`src/rtl/twiddle_addr_seq.sv`:
```
// Twiddle-factor ROM read sequencer for a radix-2 FFT: walks every stage/butterfly,
// drives the ROM address and registers the returned word into a valid/ready stream.
// Optional macro TW_DIF_ORDER_EN selects decimation-in-frequency index ordering (default DIT).
module twiddle_addr_seq #(
    parameter int NFFT  = 8,
    parameter int Width = 16
) (
    input  logic                       CLK,
    input  logic                       RST,
    input  logic                       Start,
    output logic                       Busy,
    output logic                       Done,
    output logic [Width-1:0]           Address,
    input  logic [Width-1:0]           Data_real,
    input  logic [Width-1:0]           Data_imag,
    output logic [Width-1:0]           Tw_real,
    output logic [Width-1:0]           Tw_imag,
    output logic [$clog2(NFFT)-1:0]    Tw_stage,
    output logic [$clog2(NFFT)-2:0]    Tw_bfly,
    output logic                       Tw_last,
    output logic                       Tw_valid,
    input  logic                       Tw_ready
);

    localparam int L = $clog2(NFFT);
    localparam logic [L-1:0] LAST_STG = L'(L - 1);
    localparam logic [L-2:0] LAST_K   = '1;

    typedef enum logic {IDLE = 1'b0, RUN = 1'b1} state_t;

    state_t           state_q, state_d;
    logic             addr_vld_q, addr_vld_d;
    logic [L-1:0]     stg_q, stg_d, stg_nx;
    logic [L-2:0]     k_q, k_d, k_nx;
    logic [Width-1:0] address_q, address_d;
    logic [Width-1:0] tw_real_q, tw_real_d;
    logic [Width-1:0] tw_imag_q, tw_imag_d;
    logic [L-1:0]     tw_stage_q, tw_stage_d;
    logic [L-2:0]     tw_bfly_q, tw_bfly_d;
    logic             tw_last_q, tw_last_d;
    logic             tw_valid_q, tw_valid_d;
    logic             adv_s, last_cnt_s, done_s;

    // Twiddle index for (stage, butterfly); 32-bit arithmetic then truncated to L-1 bits.
    function automatic logic [L-2:0] tw_idx(input logic [L-1:0] s, input logic [L-2:0] kk);
        logic [31:0] mask_v;
        logic [31:0] idx_v;
`ifdef TW_DIF_ORDER_EN
        mask_v = (32'(NFFT) >> (32'(s) + 32'd1)) - 32'd1;
        idx_v  = (32'(kk) & mask_v) << s;
`else
        mask_v = (32'd1 << s) - 32'd1;
        idx_v  = (32'(kk) & mask_v) << (32'(L) - 32'd1 - 32'(s));
`endif
        return (L-1)'(idx_v);
    endfunction

    // Next-state, counter stepping and beat capture.
    always_comb begin
        state_d    = state_q;
        addr_vld_d = addr_vld_q;
        stg_d      = stg_q;
        k_d        = k_q;
        address_d  = address_q;
        tw_real_d  = tw_real_q;
        tw_imag_d  = tw_imag_q;
        tw_stage_d = tw_stage_q;
        tw_bfly_d  = tw_bfly_q;
        tw_last_d  = tw_last_q;
        tw_valid_d = tw_valid_q;

        adv_s      = ~tw_valid_q | Tw_ready;
        last_cnt_s = (stg_q == LAST_STG) && (k_q == LAST_K);
        done_s     = tw_valid_q & Tw_ready & tw_last_q;

        if (k_q == LAST_K) begin
            k_nx   = '0;
            stg_nx = last_cnt_s ? '0 : stg_q + 1'b1;
        end else begin
            k_nx   = k_q + 1'b1;
            stg_nx = stg_q;
        end

        case (state_q)
            IDLE: begin
                if (Start) begin
                    state_d    = RUN;
                    stg_d      = '0;
                    k_d        = '0;
                    address_d  = Width'(tw_idx('0, '0));
                    addr_vld_d = 1'b1;
                end else begin
                    state_d = IDLE;
                end
            end
            RUN: begin
                if (adv_s) begin
                    if (addr_vld_q) begin
                        tw_real_d  = Data_real;
                        tw_imag_d  = Data_imag;
                        tw_stage_d = stg_q;
                        tw_bfly_d  = k_q;
                        tw_valid_d = 1'b1;
                        tw_last_d  = last_cnt_s;
                        stg_d      = stg_nx;
                        k_d        = k_nx;
                        address_d  = Width'(tw_idx(stg_nx, k_nx));
                        addr_vld_d = ~last_cnt_s;
                    end else begin
                        tw_valid_d = 1'b0;
                        tw_last_d  = 1'b0;
                    end
                end else begin
                    tw_valid_d = tw_valid_q;
                end
                // The final beat can only be accepted once addr_vld has already dropped.
                if (done_s) begin
                    state_d = IDLE;
                end else begin
                    state_d = RUN;
                end
            end
            default: begin
                state_d = IDLE;
            end
        endcase
    end

    // State register with synchronous reset.
    always_ff @(posedge CLK) begin
        if (RST) begin
            state_q    <= IDLE;
            addr_vld_q <= 1'b0;
            stg_q      <= '0;
            k_q        <= '0;
            address_q  <= '0;
            tw_real_q  <= '0;
            tw_imag_q  <= '0;
            tw_stage_q <= '0;
            tw_bfly_q  <= '0;
            tw_last_q  <= 1'b0;
            tw_valid_q <= 1'b0;
        end else begin
            state_q    <= state_d;
            addr_vld_q <= addr_vld_d;
            stg_q      <= stg_d;
            k_q        <= k_d;
            address_q  <= address_d;
            tw_real_q  <= tw_real_d;
            tw_imag_q  <= tw_imag_d;
            tw_stage_q <= tw_stage_d;
            tw_bfly_q  <= tw_bfly_d;
            tw_last_q  <= tw_last_d;
            tw_valid_q <= tw_valid_d;
        end
    end

    assign Busy     = (state_q == RUN);
    assign Done     = done_s;
    assign Address  = address_q;
    assign Tw_real  = tw_real_q;
    assign Tw_imag  = tw_imag_q;
    assign Tw_stage = tw_stage_q;
    assign Tw_bfly  = tw_bfly_q;
    assign Tw_last  = tw_last_q;
    assign Tw_valid = tw_valid_q;

endmodule

```
`config.mk`:
```
export PLATFORM = sky130hd
export DESIGN_NAME = twiddle_addr_seq
export DESIGN_NICKNAME = d
export VERILOG_FILES = /design/src/rtl/twiddle_addr_seq.sv
export SDC_FILE = /design/constraint.sdc
export NUM_CORES = 1
export LEC_CHECK = 0
export CORE_MARGIN = 2
export CORE_UTILIZATION = 42
export CTS_BUF_LIST = sky130_fd_sc_hd__clkbuf_8
export CTS_CLUSTER_SIZE = 28
export DETAILED_ROUTE_END_ITERATION = 10
export HOLD_SLACK_MARGIN = 0.12
export PLACE_DENSITY = 0.81
export REMOVE_ABC_BUFFERS = 1
export SYNTH_ARGS = -nofsm -noshare
export SYNTH_HDL_FRONTEND = slang
export SYNTH_SLANG_ARGS = --single-unit
```
`constraint.sdc`:
```
create_clock -name CLK -period 2.8 [get_ports CLK]
set_clock_uncertainty 0.15 [all_clocks]
set_input_delay 0.42 -clock CLK [delete_from_list [all_inputs] [get_ports CLK]]
set_output_delay 0.42 -clock CLK [all_outputs]
set_load 0.01 [all_outputs]
```
==> results.py, run 1 <==
metrics = {
    "run_status": {
        "outcome": "finished clean",
    },
    "global_routing": {
        "grt_max_degree": 44,
        "grt_antenna_before_repair": 0,
        "grt.total_usage": 0.177,
        "grt-ovfl-total": 0,
        "grt_pass1_vias": 1633,
        "grt_pass1_wl_um": 7380,
    },
    "worst_setup_path": {
        "startpoint_type": "register",
        "crit_type": "reg -> reg",
        "worstPathCellList": "inv_1, ha_1, inv_1, a31o_2, ha_1, nor2b_1, nand3_1, o311ai_1",
        "critPathMaxFanout": 9,
        "reg2reg_to": "Address[1]",
        "max_stage_delay_ps": 490,
        "worst-r2r-setup-slack_ps": 620,
        "crit_path_top_delay_cell": "dfxtp_1",
        "required_ps": 2860,
        "endpoint_kind": "register",
        "cp.arrival_ps": 2240,
        "r2r-start": "stg_q[0]",
        "r2r_cells": 8,
    },
    "clocking": {
        "worst_skew_pair.late_latency_ps": 300,
        "cts_setup_buffers": 0,
        "postCtsHoldBufs": 0,
        "cts-resized-gates": 0,
        "cts_sinks": 48,
        "clock-root-buffer": "clkbuf_8",
        "path_clk_slew_ps": 90,
        "clockBufferDepth": 2,
        "htreeDepth": 2,
        "cts_tree": "done",
        "cts_buffers": 5,
    },
    "cells_and_area": {
        "fin_cells": 380,
        "final_common_cell": "nand2_1",
        "antenna_cells": 0,
        "layout.nets": 365,
        "final_cell_mix": "83 x nand2_1, 77 x clkdlybuf4s50_1, 48 x dfxtp_1, 45 x a21oi_1, 14 x conb_1",
        "areaGrowthSynthToFinish_pct": 41.9,
        "finalInstanceArea_mm2": 0.00285,
        "drive_gt1_frac": 0.0521,
    },
    "die": {
        "die_w_um": 73.1,
        "coreArea_mm2": 0.00466,
        "rows": 25,
        "ios": 93,
        "die_h_um": 73.1,
        "initial_utilization": 0.430,
        "die_area_mm2": 0.00534,
    },
    "worst_hold_path": {
        "hp-class": "reg -> reg",
        "whs_endpoint": "Tw_bfly[1]",
        "min_from": "Tw_bfly[1]",
        "hold_depth": 2,
    },
    "yosys": {
        "yosysUniqueCellTypes": 30,
        "syn-cell-area_mm2": 0.00200,
        "yosys_warnings": 0,
        "ys_seq_elements": 48,
        "synth-seq-area-share": 0.479,
        "synth_top_area_frac": 0.479,
        "yosys-top-cells-area": "dfxtp_1 48%, nand2_1 16%, a21oi_1 11%, buf_4 5.6%, buf_2 2.7%",
        "synthCells": 255,
        "synth_top_area_cell": "dfxtp_1",
        "avgSynthCellArea_um2": 7.86,
    },
    "drt": {
        "num_vias": 1830,
        "routed_wl_um": 4560,
        "viasPerCell": 4.82,
        "drt.antenna.violating_nets": 0,
        "drc": 0,
        "dr.pass1.iters": 4,
        "wl_per_cell_um": 12.0,
        "drt_iter0_drc": 88,
    },
    "sta": {
        "setup_viol": 0,
        "fin_crit_ps": 2180,
        "rsz0062_at_grt": "false",
        "max_freq_mhz": 458,
        "maxSlewViolCount": 0,
        "finalCritPeriodShare": 0.779,
        "fin_hold_ws_ps": 306,
        "finalSetupTns_ps": 0,
        "hold_viol_final": 0,
    },
    "place": {
        "place_congestion": 0.859,
        "dp_hpwl_um": 3210,
        "place_area_mm2": 0.00275,
        "dp.cells": 372,
        "io_buffers": 78,
    },
    "pwr": {
        "p_leak_uw": 0.00103,
        "irDropWorstVdd_v": 0.000369,
        "p_per_area_mw_per_mm2": 458,
    },
    "run": {
        "cap_viol_max_count": 0,
    },
}
## cell families after synthesis
| family | Yosys count | synth area share |
|---|---|---|
| buffers and inverters | 35 | 0.100 |
| DFF | 48 | 0.479 |
| and+or+nand+nor | 113 | 0.247 |
| other | 1 | 0.00187 |
| AOI/OAI and AO/OA | 53 | 0.142 |
| xor gates and xnor gates | 1 | 0.00437 |
| adders and majority gates | 4 | 0.0250 |
## critical path: cells and delay by family, from the launching register on
| kind | cells | cell delay [ps] |
|---|---|---|
| buf+inv | 2 | 130 |
| simple gates | 2 | 250 |
| fa+ha+maj | 2 | 570 |
| flops | 1 | 490 |
| compound gates | 2 | 490 |
## power by group
group / switching, µW / leakage (µW) / internal [µW]
Clock: 230 / 0.0000516 / 202
Combinational: 72.6 / 0.000590 / 86.6
Sequential: 11.4 / 0.000389 / 700
Total: 314 / 0.00103 / 989
## synthesized netlist by cell type
cell       count
nor3_1         3
or4_1          1
nand4b_1       1
conb_1         1
nand2b_2       1
nor2_1         1
o311ai_1       1
nand3_1        8
o21ba_2        1
or3_1          2
buf_2         11
nand4_1        1
dfxtp_1       48
and3_1         3
nand3_2        1
nand3b_1       1
a21oi_1       45
inv_1          3
xor2_1         1
a31o_2         1
buf_4         15
a211oi_1       1
clkbuf_1       6
nand2_1       83
o2111ai_1      1
ha_1           4
o21ai_0        2
a31oi_1        1
nand2b_1       4
nor2b_1        3
## final cells by class
type / instances / area (µm²)
fill: 439 / 1820
sequential: 48 / 961
multi-input combinational: 185 / 891
timing repair buffer: 82 / 818
clock buffer: 6 / 82.6
tap: 54 / 67.6
clock inverter: 2 / 13.8
inverter: 3 / 11.3
## metrics by stage
| step | total power, µW | util | setup WS, ps |
|---|---|---|---|
| 2_1_floorplan | 779 | - | 746 |
| 3_3_place_gp | 885 | 0.590 | 618 |
| 3_5_place_dp | 887 | 0.590 | 609 |
| 4_1_cts | 1320 | 0.610 | 605 |
| 5_1_grt | 1370 | 0.610 | 437 |
| 6_report | 1300 | 0.610 | 619 |
## per-layer routing
| metal | share of wire | global-route usage | up-vias | wire length [µm] |
|---|---|---|---|---|
| li1 | - | - | 946 | - |
| met1 | 0.44 | 0.213 | 811 | 2010 |
| met2 | 0.46 | 0.291 | 66 | 2100 |
| met3 | 0.086 | 0.0663 | 7 | 394 |
| met4 | 0.011 | 0.0535 | 0 | 48 |
| met5 | 0 | 0 | - | 0 |
## flip-flops by register name, summed over array words and instances (netlist names)
signal,cells
Address,2
Busy,1
Tw_bfly,2
Tw_imag,16
Tw_last,1
Tw_real,16
Tw_stage,3
Tw_valid,1
addr_vld_q,1
k_q,2
stg_q,3
## worst max path at each step
stage | startpoint | endpoint
after floorplan | stg_q[0] | Address[1]
after global placement | Tw_ready | k_q[0]
after detailed placement | Tw_ready | k_q[0]
after CTS | stg_q[0] | Address[1]
after global routing | stg_q[0] | Address[1]
final | stg_q[0] | Address[1]
Power figures use the tool's default switching activity.
==> run 2, diff against run 1 <==
Settings changed: CORE_UTILIZATION 42 to 38, PLACE_DENSITY 0.81 to 0.78.
Clock period 2.8 ns to 1.8 ns, I/O delays scaled along.
==> results.py, run 2 (synthesis gave the netlist of run 1 again) <==
metrics = {
    "run_status": {
        "violations": "negative setup slack",
        "outcome": "finished with violations",
    },
    "cells_and_area": {
        "finalInstanceArea_mm2": 0.00309,
        "fillers": 484,
        "layout.nets": 382,
        "final_common_cell": "nand2_1",
        "fin_util": 0.605,
        "final_cell_mix": "83 x nand2_1, 76 x clkdlybuf4s50_1, 46 x dfxtp_1, 45 x a21oi_1, 20 x buf_4",
        "drive_gt1_frac": 0.134,
        "antenna_cells": 0,
        "areaGrowthSynthToFinish_pct": 54.1,
    },
    "die": {
        "rows": 26,
        "die_h_um": 76.6,
        "die_area_mm2": 0.00587,
        "ios": 93,
        "die_w_um": 76.6,
        "coreArea_mm2": 0.00511,
        "initial_utilization": 0.392,
    },
    "worst_setup_path": {
        "required_ps": 1860,
        "endpoint_kind": "register",
        "r2r_cells": 8,
        "worst-r2r-setup-slack_ps": -90,
        "crit_type": "reg -> reg",
        "r2r-start": "stg_q[0]",
        "critPathMaxFanout": 2,
        "cp.arrival_ps": 1940,
        "startpoint_type": "register",
        "reg2reg_to": "Address[1]",
    },
    "drt": {
        "num_vias": 1930,
        "drt.antenna.violating_nets": 0,
        "drt_iter0_drc": 83,
        "routed_wl_um": 4860,
        "viasPerCell": 4.67,
        "wl_per_cell_um": 11.8,
        "dr.pass1.iters": 4,
        "drc": 0,
    },
    "sta": {
        "fin_crit_ps": 1890,
        "max_freq_mhz": 530,
        "setup_slack_ps": -86.6,
        "maxSlewViolCount": 0,
        "finalCritPeriodShare": 1.05,
        "setup_viol": 1,
        "hold_viol_final": 0,
        "rsz0062_at_grt": "true",
        "finalSetupTns_ps": -86.6,
        "fin_hold_ws_ps": 251,
    },
    "worst_hold_path": {
        "hp-class": "in -> reg",
        "min_from": "RST",
        "whs_endpoint": "Tw_last",
        "hold_depth": 2,
    },
    "run": {
        "cap_viol_max_count": 0,
    },
    "clocking": {
        "postCtsHoldBufs": 0,
        "worst_skew_pair.late_latency_ps": 290,
        "htreeDepth": 2,
        "cts_tree": "done",
        "cts_sinks": 48,
        "cts_buffers": 5,
        "clock-root-buffer": "clkbuf_8",
        "clockBufferDepth": 2,
        "path_clk_slew_ps": 90,
    },
    "pwr": {
        "p_per_area_mw_per_mm2": 690,
        "p_leak_uw": 0.00113,
        "irDropWorstVdd_v": 0.000443,
    },
    "global_routing": {
        "grt_antenna_before_repair": 0,
        "grt_pass1_wl_um": 8190,
        "grt-ovfl-total": 0,
        "grt_max_degree": 29,
        "grt.total_usage": 0.167,
        "grt_pass1_vias": 1802,
    },
    "place": {
        "dp_slack_ps": -148,
        "io_buffers": 78,
        "dp_hpwl_um": 3440,
        "place_congestion": 0.794,
        "place_area_mm2": 0.00289,
    },
}
==> run 2: cell types whose count changed in the layout (fill, tap and decap cells not counted), moves of 2 or more <==
cell,delta
buf_4,+17
dfxtp_1,-2
dfxtp_2,+2
ha_1,-3
ha_4,+3
inv_1,-2
inv_2,+2
==> run 2: final cells by class <==
type	instances	area, µm²	area share
timing repair buffer	99	945	0.306
clock buffer	5	68.8	0.0223
sequential	48	963	0.312
multi-input combinational	185	970	0.314
clock inverter	3	42.5	0.0138
inverter	3	11.3	0.00365
tap	70	87.6	0.0284
==> run 2: report_power, final <==
group / total (µW) / internal, µW / switching (µW)
Clock: 761 / 411 / 350
Sequential: 1110 / 1090 / 17.5
Combinational: 262 / 146 / 116
Total: 2130 / 1650 / 484
==> run 2: stage by stage <==
step | instances | total power [µW]
after floorplan | 236 | 1210
after global placement | 404 | 1390
after detailed placement | 404 | 1390
after CTS | 412 | 2160
after global routing | 413 | 2230
final | 413 | 2130
==> run 2: what timing repair did <==
action                                  CTS  global route
endpoints found under the setup margin    3             3
pin swaps                                 2             6
setup buffers                             0             1
gates resized for setup                   8             9
==> run 2: routing by layer <==
metal  GRT usage  part of all wire  up-vias
li1            -                 -      980
met1       0.202              0.44      877
met2       0.288              0.49       71
met3      0.0545             0.072        2
met4      0.0400            0.0029        0
met5           0                 0        -
==> run 2: worst max path at each step <==
stage                        start         end  depth (start not counted)
after CTS                 stg_q[0]  Address[1]                          8
after detailed placement  stg_q[0]  Address[1]                          8
after global routing      stg_q[0]  Address[1]                          8
final                     stg_q[0]  Address[1]                          8
after floorplan           stg_q[0]  Address[1]                          8
after global placement    stg_q[0]  Address[1]                          8
==> run 2: critical path: stages, from the launching register on <==
cell	delay (ps)
dfxtp_2	340
inv_2	50
ha_4	250
inv_2	30
a31o_4	240
ha_4	260
nor2b_4	150
nand3_2	70
o311ai_2	250
==> run 3, diff against run 2 <==
Settings changed: CORE_UTILIZATION 38 to 30, PLACE_DENSITY 0.78 to default.
Clock period 1.8 ns to 2.3 ns, I/O delays scaled along.
==> results.py, run 3 (synthesis gave the netlist of run 1 again) <==
metrics = {
    "die": {
        "die_h_um": 85.7,
        "coreArea_mm2": 0.00642,
        "die_area_mm2": 0.00735,
        "initial_utilization": 0.312,
        "ios": 93,
        "die_w_um": 85.7,
        "rows": 29,
    },
    "clocking": {
        "worst_skew_pair.late_latency_ps": 280,
        "cts_tree": "done",
        "path_clk_slew_ps": 80,
        "htreeDepth": 2,
        "cts_sinks": 48,
        "cts_buffers": 5,
        "clock-root-buffer": "clkbuf_8",
        "postCtsHoldBufs": 0,
        "clockBufferDepth": 2,
    },
    "worst_setup_path": {
        "crit_type": "reg -> reg",
        "startpoint_type": "register",
        "max_stage_delay_ps": 400,
        "required_ps": 2340,
        "endpoint_kind": "register",
        "worstPathCellList": "ha_2, nor2b_1, a31o_2, ha_1, nor2b_1, nand3_1, o311ai_1",
        "critPathMaxFanout": 10,
        "crit_path_top_delay_cell": "dfxtp_1",
        "cp.arrival_ps": 2100,
        "crit_top_cell": "nor2b_1",
    },
    "sta": {
        "fin_crit_ps": 2050,
        "setup_viol": 0,
        "maxSlewViolCount": 0,
        "max_freq_mhz": 487,
        "hold_viol_final": 0,
        "rsz0062_at_grt": "false",
        "finalCritPeriodShare": 0.893,
        "finalSetupTns_ps": 0,
    },
    "worst_hold_path": {
        "hp-class": "reg -> reg",
    },
    "drt": {
        "drt.antenna.violating_nets": 0,
        "drc": 8,
        "wl_met1_um": 2230,
        "num_vias": 1820,
        "wl_met3_um": 338,
        "dr.pass1.iters": 8,
        "viasPerCell": 4.48,
        "wl_per_cell_um": 11.6,
        "drt_iter0_drc": 94,
        "routed.top_layer": "met4",
        "wl_met2_um": 2130,
        "routed_wl_um": 4720,
    },
    "place": {
        "dp_hpwl_um": 3330,
        "place_area_mm2": 0.00280,
        "place_congestion": 0.865,
        "io_buffers": 78,
    },
    "cells_and_area": {
        "layout.nets": 369,
        "antenna_cells": 0,
        "drive_gt1_frac": 0.0638,
        "fin_util": 0.448,
        "final_common_cell": "nand2_1",
        "finalInstanceArea_mm2": 0.00288,
        "final_cell_mix": "83 x nand2_1, 77 x clkdlybuf4s50_1, 47 x dfxtp_1, 45 x a21oi_1, 14 x conb_1",
        "areaGrowthSynthToFinish_pct": 43.5,
    },
    "pwr": {
        "p_per_area_mw_per_mm2": 530,
        "irDropWorstVdd_v": 0.000270,
        "total_power_uw": 1520,
        "p_leak_uw": 0.00104,
    },
    "global_routing": {
        "grt_antenna_before_repair": 0,
        "grt.total_usage": 0.127,
        "grt_pass1_wl_um": 7620,
        "grt-ovfl-total": 0,
        "grt_max_degree": 30,
        "grt_pass1_vias": 1704,
    },
    "run_status": {
        "outcome": "finished with violations",
        "violations": "design-rule violations",
    },
    "run": {
        "cap_viol_max_count": 0,
    },
}
run 3: cell count changes in the layout (fill, tap and decap cells not counted), sizes merged:
cell / delta
buf: -13
inv: +1
bufinv: -1
dlygate4sd2: -1
clkdlybuf4s50: +1
clkinvlp: -1
run 3: layer usage:
metal | global-route usage | up-vias
met1 | 0.169 | 802
met3 | 0.0346 | 2
li1 | - | 958
met4 | 0.0303 | 0
met2 | 0.204 | 58
met5 | 0 | -
run 3: through the flow:
step	std cells	worst slack [ps]	hold WS [ps]
global route	406	74.4	327
floorplan	236	246	264
CTS	406	166	308
global placement	399	258	291
finish	406	245	306
detailed placement	399	183	295
run 3: repair_timing:
item,in CTS,in global routing
setup buffers,0,0
endpoints found under the setup margin,0,1
gates resized for setup,0,2
run 3: path summary, 6_finish.rpt:
check                            startpoint           to  slack (ps)  cells after the start
worst min register to register  Tw_real[12]  Tw_real[12]         310                      2
worst max-delay path                 k_q[0]   Address[1]         250                      7
worst min-delay path            Tw_real[12]  Tw_real[12]         310                      2
worst max register to register       k_q[0]   Address[1]         250                      7
run 3: where the power goes:
group | internal (µW) | switching (µW)
Clock | 203 | 260
Combinational | 106 | 89.0
Sequential | 852 | 14.0
Total | 1160 | 363
run 3: layout make-up:
| type | count | area, µm² |
|---|---|---|
| inverters | 3 | 11.3 |
| fillers | 653 | 3550 |
| clock inverters | 2 | 8.76 |
| multi-input cells | 185 | 893 |
| clock buffers | 5 | 68.8 |
| flip-flops and latches | 48 | 962 |
| repair buffers | 86 | 836 |
| well taps | 77 | 96.3 |
run 3: worst max-delay path, delay by kind of cell, from the launching register on:
family | cells | cell delay, ps
AO/OA/AOI/OAI | 2 | 500
adder cells (fa/ha/maj) | 2 | 580
flip-flops | 1 | 400
AND/OR/NAND/NOR | 3 | 330
